File: src/rtl/dff_share_pkg.sv
// rtl/dff_share_pkg.sv - shared types and helpers for the dff_share_arbiter slice
package dff_share_pkg;

  typedef enum logic {
    IDLE = 1'b0,
    OWN  = 1'b1
  } state_t;

  function automatic int idx_w(input int n);
    return (n > 1) ? $clog2(n) : 1;
  endfunction

  // Round-robin successor of cur among n slots, wrapping n-1 back to 0.
  function automatic logic [31:0] rr_next(input logic [31:0] cur, input logic [31:0] n);
    return (cur >= n - 32'd1) ? 32'd0 : cur + 32'd1;
  endfunction

endpackage

File: src/rtl/dff_share_arbiter_rr_pick.sv
// rtl/dff_share_arbiter_rr_pick.sv - rotate-priority selector starting at ptr
module rr_pick
  import dff_share_pkg::*;
#(
  parameter int N_REQ = 4,
  parameter int IDX_W = idx_w(N_REQ)
) (
  input  logic [N_REQ-1:0] req,
  input  logic [IDX_W-1:0] ptr,
  output logic [N_REQ-1:0] sel,
  output logic [IDX_W-1:0] idx,
  output logic             any
);

  logic [IDX_W-1:0] cand;

  always_comb begin
    sel  = '0;
    idx  = '0;
    any  = 1'b0;
    cand = '0;
    for (int k = 0; k < N_REQ; k++) begin
      cand = IDX_W'((32'(ptr) + 32'(k)) % 32'(N_REQ));
      if (!any && req[cand]) begin
        any       = 1'b1;
        idx       = cand;
        sel[cand] = 1'b1;
      end
    end
  end

endmodule

File: src/rtl/dff_share_arbiter.sv
// rtl/dff_share_arbiter.sv - round-robin owner of one shared capture register
module dff_share_arbiter
  import dff_share_pkg::*;
#(
  parameter int N_REQ    = 4,
  parameter int DATA_W   = 8,
  parameter int MAX_HOLD = 4
) (
  input  logic                      clk,
  input  logic                      rst_n,
  input  logic [N_REQ-1:0]          req,
  input  logic [N_REQ*DATA_W-1:0]   data_in,
  output logic [N_REQ-1:0]          gnt,
  output logic [$clog2(N_REQ)-1:0]  owner,
  output logic                      busy,
  output logic [DATA_W-1:0]         q,
  output logic                      q_valid
);

  localparam int IDX_W = idx_w(N_REQ);
  localparam int CNT_W = $clog2(MAX_HOLD + 1);

  state_t           state, state_nx;
  logic [IDX_W-1:0] ptr;
  logic [CNT_W-1:0] hold_cnt;
  logic [N_REQ-1:0] pick_sel;
  logic [IDX_W-1:0] pick_idx;
  logic             pick_any;
  logic [DATA_W-1:0] own_data;
  logic             own_req;
  logic             last_load;
  logic             release_own;

  rr_pick #(.N_REQ(N_REQ), .IDX_W(IDX_W)) u_pick (
    .req (req),
    .ptr (ptr),
    .sel (pick_sel),
    .idx (pick_idx),
    .any (pick_any)
  );

  assign own_data    = data_in[32'(owner)*DATA_W +: DATA_W];
  assign own_req     = req[owner];
  assign last_load   = (hold_cnt == CNT_W'(MAX_HOLD - 1));
  assign release_own = (state == OWN) && (!own_req || last_load);
  assign busy        = (state == OWN);

  always_ff @(posedge clk or negedge rst_n) begin
    if (!rst_n) state <= IDLE;
    else        state <= state_nx;
  end

  always_comb begin
    state_nx = state;
    case (state)
      IDLE: if (pick_any) state_nx = OWN;
      OWN:  if (release_own) state_nx = IDLE;
    endcase
  end

  always_ff @(posedge clk or negedge rst_n) begin
    if (!rst_n) begin
      gnt      <= '0;
      owner    <= '0;
      ptr      <= '0;
      hold_cnt <= '0;
      q        <= '0;
      q_valid  <= 1'b0;
    end else begin
      q_valid <= 1'b0;
      case (state)
        IDLE: begin
          if (pick_any) begin
            gnt      <= pick_sel;
            owner    <= pick_idx;
            hold_cnt <= '0;
          end
        end
        OWN: begin
          if (own_req) begin
            q        <= own_data;
            q_valid  <= 1'b1;
            hold_cnt <= hold_cnt + CNT_W'(1);
          end
          // Clearing hold_cnt on release keeps it within 0..MAX_HOLD-1.
          if (release_own) begin
            gnt      <= '0;
            owner    <= '0;
            hold_cnt <= '0;
            ptr      <= IDX_W'(rr_next(32'(owner), 32'(N_REQ)));
          end
        end
      endcase
    end
  end

endmodule

File: config.mk
export PLATFORM = sky130hd
export DESIGN_NAME = dff_share_arbiter
export DESIGN_NICKNAME = d
export VERILOG_FILES = /design/src/rtl/dff_share_pkg.sv /design/src/rtl/dff_share_arbiter_rr_pick.sv /design/src/rtl/dff_share_arbiter.sv
export SDC_FILE = /design/constraint.sdc
export NUM_CORES = 1
export LEC_CHECK = 0
export ABC_CLOCK_PERIOD_IN_PS = 3700
export BUFFER_PORTS_ARGS = -buffer_cell sky130_fd_sc_hd__buf_4
export CAP_MARGIN = 20
export CORE_MARGIN = 2
export CORE_UTILIZATION = 25
export CTS_BUF_LIST = sky130_fd_sc_hd__clkbuf_4 sky130_fd_sc_hd__clkbuf_8 sky130_fd_sc_hd__clkbuf_16
export DETAILED_ROUTE_END_ITERATION = 16
export GPL_TIMING_DRIVEN = 0
export PLACE_DENSITY = 0.52
export REMOVE_ABC_BUFFERS = 1
export SYNTH_ARGS = -nofsm -noshare
export SYNTH_HDL_FRONTEND = slang
export SYNTH_SLANG_ARGS = --single-unit
File: constraint.sdc
create_clock -name clk -period 3.7 [get_ports clk]
set_input_delay 0.37 -clock clk [delete_from_list [all_inputs] [get_ports clk]]
set_output_delay 0.37 -clock clk [all_outputs]
set_load 0.01 [all_outputs]
# Word-level counts from Yosys, hierarchy flattened
# Cells that the tools add are included.
op_classes:
  n_eq_ne: 4
  reduce_logical: 17
  shift: 1
  mux: 46
  order_cmp: 10
  n_addsub: 5
  n_bitwise: 4
ops:
  columns: ["cell", "count"]
  rows:
  - ["32-bit by 6-bit indexed part select with 8-bit output", 1]
  - ["4-bit 2-to-1 mux", 6]
  - ["1-bit 2-to-1 mux", 17]
  - ["2-bit by 3-bit < comparator with 1-bit output (second input constant)", 5]
  - ["2-bit 2-to-1 mux", 7]
  - ["4-bit OR", 3]
  - ["1-bit binary-select mux with 2-bit select", 5]
  - ["3-bit 2-to-1 mux", 3]
  - ["1-bit demux with 2-bit select", 4]
  - ["2-bit by 1-bit >= comparator with 1-bit output (second input constant)", 4]
  - ["1-bit logical AND", 8]
  - ["4-bit case mux with 2 select lines", 1]
  - ["2-bit AND reduction", 4]
  - ["3-bit case mux with 2 select lines", 1]
  - ["2-bit by 1-bit adder with 2-bit output (second input constant)", 2]
  - ["2-bit adder (second input constant)", 2]
  - ["1-bit zero test", 4]
  - ["2-bit case mux with 2 select lines", 1]
  - ["3-bit by 1-bit adder with 3-bit output (second input constant)", 1]
  - ["3-bit by 2-bit == test with 1-bit output (second input constant)", 1]
  - ["3-bit by 1-bit inequality test with 1-bit output (second input constant)", 1]
  - ["2-bit >= comparator (second input constant)", 1]
  - ["2-bit by 1-bit inequality test with 1-bit output (second input constant)", 1]
  - ["2-bit inequality test (second input constant)", 1]
  - ["other kinds (3)", 3]
totals:
  output_inout_bits: 16
  wordCells: 94
  regBits: 21
  in_bits: 38

# Longest topological paths before layout
# Gate-level depths: netlist (run 1).
logic_depth:
  depth_word: 14
  depth_mapped: 9
  ltp_nobuf: 7

# Hierarchy
# From an unflattened synthesis (run 1), not the netlist that was laid out.
unflattened:
  cells_unflattened: 143
  hier_area_um2: 1620.3
by_module_without_submodules:
  columns: ["module", "cells_per_inst", "seq_area_each_um2", "instances", "area_each_um2"]
  rows:
  - ["dff_share_arbiter", 98, 525.5, 1, 1201.2]
  - ["rr_pick", 45, 0.0, 1, 419.2]

# Least setup slack after synthesis (run 1)
# No wires, ideal clock.
synth_timing:
  kind: "register to register"
  start: "register ptr[1]"
  end: "register gnt[0]"
  t_arrival_ps: 2148
  required_time_ps: 3574
  setup_time_ps: 126
  period_less_slack_ps: 2274
  setup_slack_ps: 1426
  path_stages_with_launch: 10
  path_buffers: 2
  cell_sequence: "dfrtp_1 > buf_2 > inv_1 > ha_1 > buf_6 > mux2_2 > and2_1 > o21ai_0 > a31oi_1 > a311o_1"
synth_via:
  elab_chain_len: 14
  word_cells_on_any_way: 52
  cone_classes: "add/sub: 3; order compare: 8; eq/ne: 1; mux: 26; bitwise: 3; reduce/logical: 11"
synth_rtl:
  columns: ["element", "line_no", "source"]
  rows:
  - ["start: declaration", "dff_share_arbiter.sv:24", "logic [IDX_W-1:0] ptr;"]
  - ["start signal: assignment", "dff_share_arbiter.sv:90", "ptr <= IDX_W'(rr_next(32'(owner), 32'(N_REQ)));"]
  - ["branches (longest 14 deep; another with 2-bit by 3-bit < comparator with 1-bit output)", null, null]
  - ["end signal: assignment", "dff_share_arbiter.sv:74", "gnt <= pick_sel;"]
  - ["end: declaration", "dff_share_arbiter.sv:13", "output logic [N_REQ-1:0] gnt,"]
# Several ways; the timed one is not identified. The select of a mux whose other input is x is not followed.
# A chain may end at the register's enable or synchronous reset.

# Worst setup path in the final report (run 1)
layout_timing:
  start: "register ptr[0]"
  end: "register gnt[3]"
# Same word-level chain as after synthesis.

==> impl_metrics.csv, run 1 <==
group,metric,value,unit
status,outcome,"complete, no violations",
placed_design,dp_worst_setup_slack,0.976,ns
timing,final_hold_viol_count,0,
detailed_routing,routed_wirelength,3810,um
flow_run,maxCapViolCount,0,
die,initial_utilization,0.254,
critical_path,critPathRequiredTime,3.84,ns
final_layout,final_layout_size_suffix_gt1_frac,0.445,
critical_path,worst_path_max_delay_cell,"dfrtp_1",
timing,share_of_the_clock_period_used_by_the_worst_path_after_layout,0.755,
timing,finalCriticalPeriod,2.79,ns
global_routing,largest_net_degree_at_the_start_of_global_routing,22,
cts,cts_tree,"built",
logic_synthesis,post_syn_area,0.00160,mm^2
timing,grt_setup_unrepaired,"no",
final_layout,most-common-layout-cells,"buf_4, dfrtp_1, o21ai_0, mux2_2, ha_1",
timing,timing.max_slew.rel_slack,0.524,
timing,final_critical_path_setup_slack,0.906,ns
logic_synthesis,async_flop_share,1.00,
die,core-area,0.00628,mm^2
cts,clock_insertion_delay_worst_skew,0.25,ns
global_routing,grt_first_pass_wirelength,6290,um
placed_design,io_buffers,53,
pwr,power_switching_share,0.407,
global_routing,overflow,0,
detailed_routing,vias_per_cell,5.05,
final_layout,fillerInstances,652,
pwr,seqPwrFrac,0.325,
die,fp.dieW,83.9,um
detailed_routing,route.antenna.remaining_nets,0,
final_layout,diodes,0,
logic_synthesis,synth_top_area_share,0.329,
pwr,power_switching,0.592,mW
logic_synthesis,synthesized_instance_count,142,
pwr,totalPowerFinal,1.45,mW
logic_synthesis,synth_cell_type_count,40,
critical_path,critPathLaunchType,"flop",
pwr,combinationalPowerShare,0.568,
timing,worst_pin_slew,0.714,ns
critical_path,worstPathCellList,"inv_2 -> ha_1 -> mux2_2 -> and2_1 -> o21ai_0 -> a31oi_1 -> a311o_1",
cts,clock_sinks,21,
final_layout,combined_flip_flop_and_latch_cell_area,526,um^2
logic_synthesis,post-synth-top-area-cell,"dfrtp_1",
timing,finalSetupTns,0,ns
logic_synthesis,syn_area_per_cell,11.2,um^2
timing,finClkSkew,0.00228,ns
critical_path,crit_path_end_kind,"flop",
detailed_routing,detailroute.via_count,1353,
critical_path,cp_max_fo,17,
critical_path,timing_worst_setup_path_type,"flop to flop",
final_layout,areaGrowthSynthToFinish,30.9,%
pwr,power.internal,0.862,mW
global_routing,gr-usage-all-layers,0.109,
placed_design,finalWeightedCongestion,0.772,
timing,fmaxAchievable,358,MHz
timing,finalSetupViolCount,0,
critical_path,worst_endpoint_data_arrival_time,2.94,ns
cts,cts_bufs_inserted,3,
timing,hold_slack,0.480,ns
final_layout,nets_finish,240,
final_layout,multi_input_comb_area,988,um^2
logic_synthesis,synth_sequential_area_ratio,0.329,
logic_synthesis,synth-warning-count,0,
die,die-height,83.9,um
min_path,worstHoldPathType,"flop to flop",
placed_design,detailedPlacementHpwl,2840,um
final_layout,most_common_cell_after_layout_fill_and_taps_aside,"buf_4",
global_routing,grt_pass1_vias,1295,
timing,drv_slew,0,
die,floorplan.die_area,0.00704,mm^2
cts,clk_pin_slew_worst_paths,0.08,ns
detailed_routing,wire_per_inst,14.2,um
global_routing,grt_antenna_before_repair,0,
final_layout,layout.core_utilization,0.333,
cts,cts.path.max_buffers,2,
die,ioPinCount,54,
pwr,worst_ir_drop_vdd,0.000240,V
logic_synthesis,top_cells_by_area_in_the_synthesized_netlist,"dfrtp_1, mux4_2, mux2_2",
cts,htreeDepth,1,
detailed_routing,remaining_drc_errors,0,
detailed_routing,drt-initial-drc-count,68,
die,placementRows,29,
pwr,power_density,696,mW/mm^2
detailed_routing,pre_antenna_drt_iters,4,
logic_synthesis,postSynth.topFlopCell,"dfrtp_1",
logic_synthesis,synth-seq-cells,21,
logic_synthesis,synth_enable_flop_cells,0,
critical_path,cpPeakStageDelay,0.72,ns
pwr,clock_power_share,0.107,
cts,clock_tree.root_cell,"clkbuf_8",
pwr,cellLeakagePower,0.904,nW
[kinds of logic after synthesis]
kind of cell / count (synthesis) / share of synthesized area
buffers and inverters: 15 / 0.0517
AOI/OAI and AO/OA: 38 / 0.174
adders and majority gates: 10 / 0.0784
muxes: 28 / 0.258
and+or+nand+nor: 30 / 0.109
DFF: 21 / 0.329
[routing by layer]
layer | global-route usage | routed length [um] | vias up
li1 | - | - | 641
met1 | 0.146 | 1750 | 659
met2 | 0.172 | 1690 | 51
met3 | 0.0257 | 332 | 2
met4 | 0.0352 | 36 | 0
met5 | 0 | 0 | -
[registers in the layout, indices dropped and copies added (netlist names)]
| register | flops |
|---|---|
| owner | 2 |
| q | 8 |
| q_valid | 1 |
| hold_cnt | 3 |
| ptr | 2 |
| busy | 1 |
| gnt | 4 |
[final timing paths]
kind	start	end	slack [ns]	cells past startpoint
worst max-delay path	ptr[0]	gnt[3]	0.91	7
worst min-delay path	hold_cnt[2]	hold_cnt[2]	0.48	2
worst max register to register	ptr[0]	gnt[3]	0.91	7
worst min register to register	hold_cnt[2]	hold_cnt[2]	0.48	2
max in group asynchronous	rst_n	owner[1]	2.94	2
min in group asynchronous	rst_n	q[4]	0.53	2
[what timing repair did]
action / 4_1_cts / 5_1_grt
hold buffers: 1 / 0
buffers inserted: 0 / 0
gates resized for setup: 0 / 0
endpoints found under the hold margin: 21 / 0
[cell usage after synthesis (3+ instances only)]
library cell,count
mux2_2,12
dfrtp_1,21
o211ai_1,4
ha_1,10
mux2i_1,6
nor2_1,5
buf_2,6
mux4_2,9
a31oi_1,4
inv_1,5
and2_0,3
o21ai_0,15
a311o_1,3
and2_1,4
nand2_1,7
[critical path: cells and delay by family (launching register included)]
family                     cells  cell delay [ns]
and+or+nand+nor                1             0.20
DFF                            1             0.72
muxes                          1             0.41
buffers and inverters          1             0.20
adders and majority gates      1             0.50
AOI/OAI and AO/OA              3             0.65
[power by group through the flow]
stage / clock network (mW) / logic, mW / registers [mW]
after detailed placement: 0 / 0.829 / 0.478
after global routing: 0.176 / 0.922 / 0.494
after CTS: 0.163 / 0.834 / 0.473
after global placement: 0 / 0.838 / 0.476
after floorplan: 0 / 0.529 / 0.482
final: 0.156 / 0.827 / 0.472
[metrics by stage]
| step | area [um^2] | instances |
|---|---|---|
| finish | 2090 | 268 |
| global route | 2090 | 268 |
| CTS | 2090 | 268 |
| detailed placement | 2030 | 263 |
| global placement | 2030 | 263 |
| floorplan | 1540 | 133 |
[final cells by class]
| cell class | count | share of cell area |
|---|---|---|
| repair buffers | 54 | 0.195 |
| inverters | 6 | 0.0108 |
| well taps | 77 | 0.0461 |
| flip-flops and latches | 21 | 0.251 |
| multi-input cells | 106 | 0.473 |
| clock buffers | 4 | 0.0234 |
(Power assumes the default switching activity.)
==> run 2: changes to the inputs <==
- ABC_AREA: unset -> 1
- ABC_CLOCK_PERIOD_IN_PS: 3700 -> 2900
- clock period: 3.7 -> 2.9 ns (I/O delays scaled with it)
==> run 2 against run 1 <==
  * Critical path depth grew 4
  * Critical endpoint is now owner[1]
  * Critical path type unchanged
  * Global-route usage grew 1.6 points
  * Highest routed layer unchanged
  * Routed wire length grew 13%
==> impl_metrics.csv, run 2 <==
group,metric,value,unit
timing,timing.max_slew.rel_slack,0.517,
logic_synthesis,synth.cells.most_frequent,"nand2_1, nor2_1, dfrtp_1",
logic_synthesis,synth-warning-count,0,
critical_path,timing.critical_path.max_delay_family,"simple AND/OR/NAND/NOR gates",
critical_path,cpPeakStageDelay,0.76,ns
logic_synthesis,postSynth.topFlopCell,"dfrtp_1",
placed_design,finalWeightedCongestion,0.773,
global_routing,overflow,0,
critical_path,crit_path_end_kind,"flop",
die,core-area,0.00676,mm^2
logic_synthesis,post-synth-top-count-cell,"nand2_1",
critical_path,worst-path-stages,11,
logic_synthesis,syn_area_per_cell,7.81,um^2
logic_synthesis,post_syn_area,0.00173,mm^2
timing,finalSetupViolCount,0,
global_routing,grt_first_pass_wirelength,7750,um
logic_synthesis,top_cells_by_area_in_the_synthesized_netlist,"dfrtp_1, nand2_1, ha_1",
cts,clock_tree.root_cell,"clkbuf_8",
logic_synthesis,synthesized_instance_count,221,
critical_path,worst_r2r_startpoint,"ptr[0]",
logic_synthesis,post-synth-top-area-cell,"dfrtp_1",
die,ioPinCount,54,
pwr,worst_ir_drop_vdd,0.000300,V
cts,clk_pin_slew_worst_paths,0.07,ns
cts,setup_fix_buffers_added_after_clock_tree_synthesis,0,
global_routing,largest_net_degree_at_the_start_of_global_routing,26,
critical_path,path_buf_inv,2,
final_layout,final_cells,352,
timing,worst_pin_slew,0.724,ns
critical_path,regToRegSetupSlack,0.51,ns
critical_path,worst_setup_path_endpoint,"owner[1]",
detailed_routing,remaining_drc_errors,0,
die,fp.dieW,87.1,um
logic_synthesis,synth-seq-cells,21,
critical_path,depth_of_the_most_critical_reg_to_reg_path,11,
detailed_routing,detailroute.via_count,1645,
timing,fmaxAchievable,418,MHz
timing,final_hold_viol_count,0,
critical_path,worstPathCellList,"inv_6 -> ha_1 -> inv_1 -> nand2_1 -> nand2_2 -> nor2_4 -> nand3_2 -> nand2_4 -> nor2_1 -> nand2_1 -> nand2_1",
critical_path,cp_max_fo,13,
critical_path,timing_worst_setup_path_type,"flop to flop",
cts,cts_bufs_inserted,3,
timing,drv_slew,0,
cts,htreeDepth,1,
detailed_routing,drt-initial-drc-count,69,
status,outcome,"complete, no violations",
detailed_routing,routed_wirelength,4300,um
global_routing,grt_pass1_vias,1697,
logic_synthesis,synth_enable_flop_cells,0,
cts,cts_tree,"built",
placed_design,io_buffers,53,
final_layout,layout.core_utilization,0.330,
final_layout,most_common_cell_after_layout_fill_and_taps_aside,"nand2_1",
cts,clock_insertion_delay_worst_skew,0.26,ns
critical_path,r2r_end,"owner[1]",
detailed_routing,vias_per_cell,4.67,
final_layout,areaGrowthSynthToFinish,29.3,%
die,floorplan.die_area,0.00759,mm^2
pwr,totalPowerFinal,2.45,mW
final_layout,most-common-layout-cells,"nand2_1, buf_4, nor2_1, dfrtp_1, nand3_1",
cts,clock_sinks,21,
critical_path,timing.critical_path.from,"ptr[0]",
cts,cts.path.max_buffers,2,
logic_synthesis,synth_sequential_area_ratio,0.304,
timing,grt_setup_unrepaired,"no",
timing,finClkSkew,0.00681,ns
logic_synthesis,synth_top_area_share,0.304,
timing,share_of_the_clock_period_used_by_the_worst_path_after_layout,0.824,
critical_path,critPathLaunchType,"flop",
critical_path,timing.critical_path.mode_cell,"nand2_1",
placed_design,placed_cells,347,
min_path,worstHoldPathType,"input port to flop",
die,die-height,87.1,um
timing,finalSetupTns,0,ns
final_layout,registers.top_by_ff_count,"q",
die,placementRows,30,
global_routing,grt_antenna_before_repair,0,
detailed_routing,wire_per_inst,12.2,um
placed_design,detailedPlacementHpwl,3320,um
critical_path,worst_path_max_delay_cell,"dfrtp_1",
logic_synthesis,synth_cell_type_count,37,
final_layout,final_layout_size_suffix_gt1_frac,0.313,
timing,finalCriticalPeriod,2.39,ns
detailed_routing,route.antenna.remaining_nets,0,
global_routing,gr-usage-all-layers,0.124,
pwr,cellLeakagePower,1.12,nW
final_layout,largest_register_ff_count,8,
final_layout,diodes,0,
critical_path,critPathRequiredTime,3.05,ns
detailed_routing,pre_antenna_drt_iters,4,
final_layout,layout_top_registers,"q (8), gnt (4), hold_cnt (3)",
logic_synthesis,async_flop_share,1.00,
die,initial_utilization,0.256,
flow_run,maxCapViolCount,0,
critical_path,worst_endpoint_data_arrival_time,2.54,ns
final_layout,nets_finish,321,
pwr,power_density,1100,mW/mm^2
[run 2: cell types whose count changed after synthesis, sizes merged, moves of 5 or more]
cell   previous run  this run
mux2i             7         0
mux2             12         0
nand3             1        22
a21oi             1         8
o32ai             0         8
nor2              5        32
nand2             8        69
nand4             0         5
mux4              9         0
and2              7         0
inv               6        14
[run 2: cell type report]
cell class | count | area [um^2]
Clock buffer | 3 | 41.3
Multi-Input combinational cell | 178 | 1060
Tap cell | 80 | 100
Timing Repair Buffer | 54 | 408
Sequential cell | 21 | 526
Clock inverter | 1 | 5.00
Fill cell | 744 | 4520
Inverter | 15 | 90.1
[run 2: repair_timing]
action	CTS	global route
resized for setup	0	0
hold buffers	1	0
endpoints found under the hold margin	21	0
[run 2: metrics by stage]
step	setup slack [ns]	area [um^2]	hold slack, ns
floorplan	0.897	1680	-0.00559
global placement	0.548	2180	0.196
detailed placement	0.524	2180	0.196
CTS	0.502	2230	0.389
global route	0.337	2230	0.425
finish	0.509	2230	0.391
[run 2: logic make-up (layout without fill, tap and decap cells)]
kind of cell	after synthesis	count (layout)	share of synthesized area
AOI/OAI and AO/OA	38	38	0.159
and+or+nand+nor	130	130	0.384
adders and majority gates	10	10	0.0725
buffers and inverters	22	73	0.0804
DFF	21	21	0.304
[run 2: power breakdown]
part | switching (mW) | internal (mW)
clock network | 0.0963 | 0.0956
logic | 0.975 | 0.657
registers | 0.205 | 0.424
total | 1.28 | 1.18
[run 2: worst min-delay path by stage]
stage,from,end,slack [ns],cells past startpoint
floorplan,rst_n,busy,-0.006,0
global placement,rst_n,q[3],0.20,1
detailed placement,rst_n,q[3],0.20,1
CTS,data_in[31],q[7],0.39,5
global route,data_in[27],q[3],0.42,5
finish,data_in[26],q[2],0.39,5
[run 2: layer usage]
| layer | track usage | wire length (um) | up-vias | part of all wire |
|---|---|---|---|---|
| met5 | 0 | 0 | - | 0 |
| met3 | 0.0284 | 270 | 2 | 0.063 |
| met2 | 0.217 | 2080 | 52 | 0.48 |
| met4 | 0.0238 | 17 | 0 | 0.0040 |
| met1 | 0.157 | 1930 | 747 | 0.45 |
| li1 | - | - | 844 | - |
[run 2: worst register-to-register path, cell delays in order (launching register included)]
cell and delay [ns]:
dfrtp_1 0.76, inv_6 0.13, ha_1 0.40, inv_1 0.09
nand2_1 0.09, nand2_2 0.07, nor2_4 0.28, nand3_2 0.14
nand2_4 0.14, nor2_1 0.05, nand2_1 0.07, nand2_1 0.05
